===== src/rtl/key_pkg.sv =====
`default_nettype none
// +----------------------------------------------------------------------------+
// | key_pkg : shared state encoding and constants for the key_repeat block.    |
// | Revision: 1.0                                                              |
// +----------------------------------------------------------------------------+
package key_pkg;

  localparam logic [1:0] IDLE   = 2'b00;
  localparam logic [1:0] WAIT   = 2'b01;
  localparam logic [1:0] REPEAT = 2'b10;

  localparam int ACCEL_THRESHOLD = 8;
  localparam int RC_W            = 8;
  localparam logic [RC_W-1:0] RC_MAX = '1;

  // Accelerated repeat interval: half the normal period, never below 2 cycles.
  function automatic int accel_period(input int period);
    return ((period / 2) < 2) ? 2 : (period / 2);
  endfunction

endpackage
`default_nettype wire


===== src/rtl/key_interval_timer.sv =====
`default_nettype none
// +----------------------------------------------------------------------------+
// | key_interval_timer : clearable up-counter, done when cnt == term-1.        |
// | Revision: 1.0                                                              |
// +----------------------------------------------------------------------------+
module key_interval_timer #(
  parameter int CNT_W = 25
) (
  input  logic             clk,
  input  logic             rst_n,
  input  logic             clr,
  input  logic             en,
  input  logic [CNT_W-1:0] term,
  output logic             done
);

  logic [CNT_W-1:0] r_cnt;

  assign done = (r_cnt == (term - CNT_W'(1)));

  always_ff @(posedge clk or negedge rst_n) begin
    if (!rst_n) begin
      r_cnt <= '0;
    end else if (clr) begin
      r_cnt <= '0;
    end else if (en) begin
      r_cnt <= r_cnt + CNT_W'(1);
    end
  end

endmodule
`default_nettype wire


===== src/rtl/key_repeat.sv =====
`default_nettype none
// +----------------------------------------------------------------------------+
// | key_repeat : press/release/typematic-repeat pulse generator for one key.   |
// | Option KEY_REPEAT_ACCEL_EN halves the repeat period after 8 repeats.       |
// | Revision: 1.0                                                              |
// +----------------------------------------------------------------------------+
module key_repeat
  import key_pkg::*;
#(
  parameter int HOLD_DELAY    = 25000000,
  parameter int REPEAT_PERIOD = 5000000,
  parameter int CNT_W         = 25
) (
  input  logic            clk,
  input  logic            rst_n,
  input  logic            key_level,
  output logic            press_pulse,
  output logic            release_pulse,
  output logic            repeat_pulse,
  output logic            step_pulse,
  output logic            held,
  output logic [RC_W-1:0] repeat_count
);

  localparam logic [CNT_W-1:0] c_hold   = CNT_W'(HOLD_DELAY);
  localparam logic [CNT_W-1:0] c_period = CNT_W'(REPEAT_PERIOD);

  logic [1:0]       r_state, w_next_state;
  logic [CNT_W-1:0] w_term, w_period;
  logic             w_done, w_clr, w_en;
  logic             w_press, w_release, w_repeat;
  logic [RC_W-1:0]  w_rc;
  logic             r_press, r_release, r_repeat, r_step, r_held;
  logic [RC_W-1:0]  r_repeat_count;

`ifdef KEY_REPEAT_ACCEL_EN
  localparam logic [CNT_W-1:0] c_accel = CNT_W'(accel_period(REPEAT_PERIOD));
  // repeat_count reaches the threshold on the pulse that starts the first fast interval.
  assign w_period = (r_repeat_count >= RC_W'(ACCEL_THRESHOLD)) ? c_accel : c_period;
`else
  assign w_period = c_period;
`endif

  assign w_term = (r_state == WAIT) ? c_hold : w_period;
  assign w_en   = (r_state != IDLE);
  assign w_clr  = (r_state == IDLE) || !key_level || w_done;

  key_interval_timer #(.CNT_W(CNT_W)) u_timer (
    .clk   (clk),
    .rst_n (rst_n),
    .clr   (w_clr),
    .en    (w_en),
    .term  (w_term),
    .done  (w_done)
  );

  always_ff @(posedge clk or negedge rst_n) begin
    if (!rst_n) begin
      r_state <= IDLE;
    end else begin
      r_state <= w_next_state;
    end
  end

  always_comb begin
    w_next_state = r_state;
    case (r_state)
      IDLE:    if (key_level) w_next_state = WAIT;
      WAIT:    if (!key_level) w_next_state = IDLE;
               else if (w_done) w_next_state = REPEAT;
      REPEAT:  if (!key_level) w_next_state = IDLE;
      default: w_next_state = IDLE;
    endcase
  end

  // Release is tested before terminal count so a same-edge release suppresses the repeat.
  always_comb begin
    w_press   = 1'b0;
    w_release = 1'b0;
    w_repeat  = 1'b0;
    w_rc      = r_repeat_count;
    case (r_state)
      IDLE: begin
        if (key_level) begin
          w_press = 1'b1;
          w_rc    = '0;
        end
      end
      WAIT, REPEAT: begin
        if (!key_level) begin
          w_release = 1'b1;
        end else if (w_done) begin
          w_repeat = 1'b1;
          if (r_state == WAIT) begin
            w_rc = RC_W'(1);
          end else if (r_repeat_count != RC_MAX) begin
            w_rc = r_repeat_count + RC_W'(1);
          end
        end
      end
      default: begin
        w_rc = r_repeat_count;
      end
    endcase
  end

  always_ff @(posedge clk or negedge rst_n) begin
    if (!rst_n) begin
      r_press        <= 1'b0;
      r_release      <= 1'b0;
      r_repeat       <= 1'b0;
      r_step         <= 1'b0;
      r_held         <= 1'b0;
      r_repeat_count <= '0;
    end else begin
      r_press        <= w_press;
      r_release      <= w_release;
      r_repeat       <= w_repeat;
      r_step         <= w_press | w_repeat;
      r_held         <= (w_next_state != IDLE);
      r_repeat_count <= w_rc;
    end
  end

  assign press_pulse   = r_press;
  assign release_pulse = r_release;
  assign repeat_pulse  = r_repeat;
  assign step_pulse    = r_step;
  assign held          = r_held;
  assign repeat_count  = r_repeat_count;

endmodule
`default_nettype wire


===== config.mk =====
export PLATFORM = sky130hd
export DESIGN_NAME = key_repeat
export DESIGN_NICKNAME = d
export VERILOG_FILES = /design/src/rtl/key_pkg.sv /design/src/rtl/key_interval_timer.sv /design/src/rtl/key_repeat.sv
export SDC_FILE = /design/constraint.sdc
export NUM_CORES = 1
export LEC_CHECK = 0
export BUFFER_PORTS_ARGS = -buffer_cell sky130_fd_sc_hd__buf_2
export CAP_MARGIN = 20
export CORE_AREA = 2 2 64 66
export DETAILED_ROUTE_END_ITERATION = 8
export DIE_AREA = 0 0 66 68
export PLACE_DENSITY = 0.77
export SLEW_MARGIN = 5
export SYNTH_ARGS = -nofsm -noshare
export SYNTH_HDL_FRONTEND = slang
export SYNTH_SLANG_ARGS = --single-unit

===== constraint.sdc =====
create_clock -name clk -period 2.6 [get_ports clk]
set_input_delay 0.52 -clock clk [delete_from_list [all_inputs] [get_ports clk]]
set_output_delay 0.52 -clock clk [all_outputs]
set_load 0.02 [all_outputs]

==> summary.md <==
| Metric | Value |
|---|---|
| Critical path, cell by cell | inv_1 -> ha_1 -> nor4b_1 -> and3_1 -> o2111ai_4 -> or4_1 -> nand3_1 |
| Post CTS Setup Buffer Count | 0 |
| Setup TNS | 0 ns |
| Min-Delay Path Class | input port to async pin |
| Reg2Reg Depth | 7 |
| Post-synthesis cell type count | 40 |
| Sw Share | 0.382 |
| Minimum clock period | around 2.3 ns |
| Worst-Margin Slew | 0.868 ns |
| DR vias/cell | 5.74 |
| Final Hold Viols | 0 |
| GRT Resource Usage Total | 0.217 |
| Post-CTS Hold Buffers | 0 |
| CTS Buffer Depth | 2 |
| Sequential cell area fraction in the yosys report | 0.461 |
| Leading cell type by number of instances after synthesis | dfrtp_1 |
| Ranking of synthesized cells by area | dfrtp_1 46%, nor2_1 5.9%, nand3_1 5.8% |
| Number of global-route vias before repair | around 1.5k |
| Number of diodes | 0 |
| Largest net degree at the start of global routing | 41 |
| Layout Skew | between 0.01 and 0.015 ns |
| CP arrival | 2.54 ns |
| Number of enable flip-flop cells after synthesis | 0 |
| Core ar. | roughly 3900 um2 |
| Fraction of layout cells with a size suffix above 1 | 0.125 |
| Clock transition at path regs | around 0.09 ns |
| Chip width | roughly 66 um |
| Seq cells post-synth | 40 |
| CTS Root Buffer Type | clkbuf_8 |
| CTS H-Tree Depth | 2 |
| Cell Pwr Density | roughly 750 nW/um2 |
| Async SR Flop Fraction | 1.00 |
| Post-DRT Antenna Nets | 0 |
| Comb power frac | 0.326 |
| CP max stage cell | or4_1 |
| RSZ-0062 raised after global routing | false |
| CP max stage delay | roughly 0.53 ns |
| Outcome | complete, no violations |
| Buf+Inv Stages, Crit Path | 1 |
| Top-area cell type share of the netlist area | 0.461 |
| CTS tree | done |
| CP max FO | 13 |
| Syn Inst Count | between 200 and 250 |
| FMAX | around 0.43 GHz |
| Die area | between 4000 and 5000 um2 |
| Clock sinks | 40 |
| Final Core Density | 0.623 |
| Initial antenna violation count | 0 |
| Max-cap viol count | 0 |
| TritonCTS Buffers | 5 |
| Placer congestion estimate | around 0.86 |
| Slew Viols, Final | 0 |
| CP delay by family, top | simple AND/OR/NAND/NOR gates |
| IO Port Bufs | 15 |
| DR pass1 iterations | 4 |
| Total grt overflow | 0 |
| Required @ worst endpoint | 2.83 ns |
| Final net count | 258 |
| Max_slew headroom | 0.421 |
| Drt wl/cell | 14.1 um |
| Row cnt | 23 |
| Levels on crit path | 7 |
| Syn_nets | 240 |
| Die height | between 60 and 70 um |
| Clk Latency, worst-skew pair | ~0.3 ns |
| Ys flop type | dfrtp_1 |
| Kind of critical path | register to register |
| # IOs | 16 |
| Mapped Area | 2170 um2 |
| Initial DRC count | between 80 and 90 |
| # resized after CTS | 0 |
| Power Internal | between 1 and 1.5 mW |
| Endpoints failing setup | 0 |
| Vias | roughly 1.7k |
| Mean Syn Cell Area | around 9.4 um2 |
| Initial Util | 0.564 |
| Syn. warnings | 0 |
| Leak | 0.994 nW |
| First-pass GRT wire length | about 7200 um |
| Peak supply drop | 0.534 mV |
| Total wire length | ~4200 um |
| Top cells by count, synth | 40 x dfrtp_1, 34 x nor2_1, 25 x nand3_1, 15 x nand2_1, 12 x xnor2_1 |
| Critical path capture point type | register |
| Area Growth Syn to Fin | 10.5% |
| Biggest area consumer among synthesized cells | dfrtp_1 |
| Post-DP HPWL | 2820 um |
| CP startpoint kind | register |
| Seq pwr share | 0.453 |
| Clk pwr share | 0.221 |
| Period utilization | 0.888 |
| P_sw | about 690 uW |
| # DRC | 0 |
layer usage:
metal  global-route usage  share of wire
met5                    0              0
met4               0.0918          0.020
met3               0.0609          0.052
met2                0.304           0.44
met1                0.315           0.49
sequential cells by signal, summed over array words and instances (netlist names):
| register | cells |
|---|---|
| release_pulse | 1 |
| press_pulse | 1 |
| step_pulse | 1 |
| r_state | 2 |
| u_timer.r_cnt | 25 |
| held | 1 |
| repeat_count | 8 |
| repeat_pulse | 1 |
final timing paths:
kind	from	to	slack, ns
worst max register to register	r_state[1]	repeat_count[6]	0.29
worst min-delay path	rst_n	u_timer.r_cnt[18]	0.33
worst max-delay path	r_state[1]	repeat_count[6]	0.29
worst min register to register	u_timer.r_cnt[0]	u_timer.r_cnt[0]	0.48
max in group asynchronous	rst_n	repeat_count[6]	1.72
min in group clk	u_timer.r_cnt[0]	u_timer.r_cnt[0]	0.48
worst register-to-register path, cell delays in order, from the launching register on:
cell and delay, ns:
dfrtp_1 0.43, inv_1 0.10, ha_1 0.30, nor4b_1 0.32, and3_1 0.24, o2111ai_4 0.24
or4_1 0.53, nand3_1 0.08
stage by stage:
stage | instances | hold WS (ns) | power [mW] | setup slack (ns) | instance area, um2
6_report | 298 | 0.326 | 1.80 | 0.292 | 2400
4_1_cts | 298 | 0.356 | 1.81 | 0.280 | 2400
3_3_place_gp | 291 | 0.472 | 1.40 | 0.417 | 2320
5_1_grt | 298 | 0.417 | 1.93 | 0.0961 | 2400
2_1_floorplan | 230 | 0.224 | 1.21 | 0.496 | 2170
3_5_place_dp | 291 | 0.476 | 1.41 | 0.278 | 2320
kinds of logic (layout without fill, tap and decap cells):
group | Yosys count | after routing | share of synthesized area
multiplexers | 1 | 1 | 0.00518
AND/OR/NAND/NOR | 118 | 118 | 0.284
XOR/XNOR | 23 | 23 | 0.0927
AO/OA/AOI/OAI | 26 | 26 | 0.0892
buffers and inverters | 15 | 33 | 0.0276
flip-flops | 40 | 40 | 0.461
adder cells (fa/ha/maj) | 7 | 7 | 0.0403
power by group through the flow:
stage                     clock, mW  sequential, mW  combinational (mW)
after floorplan                   0           0.898               0.314
final                         0.398           0.816               0.587
after CTS                     0.409           0.815               0.589
after global placement            0           0.824               0.574
after detailed placement          0           0.824               0.583
after global routing          0.438           0.835               0.658
placed cells by master (no fill, tap or decap), types with 3 or more instances in the layout:
master,synthesis,final
dfrtp_1,40,40
nor2_1,34,34
nand3_1,25,25
nand2_1,15,15
buf_2,3,15
xnor2_1,12,12
and3_1,11,11
xor2_1,11,11
inv_1,7,7
ha_1,7,7
nor3_1,6,6
a21oi_1,6,6
or4_1,6,6
o211ai_1,5,5
clkbuf_8,0,5
and2_1,3,3
nor4_1,3,3
nand4_1,3,3
o21ai_0,3,3
buf_4,0,3
area by class of cell:
type                       count  area, um2
fill                         338       1460
tap                           50       62.6
sequential                    40       1000
multi-input combinational    175       1110
inverter                       7       26.3
clock buffer                   5       68.8
timing repair buffer          19        118
clock inverter                 2       12.5
(Power assumes the default switching activity.)
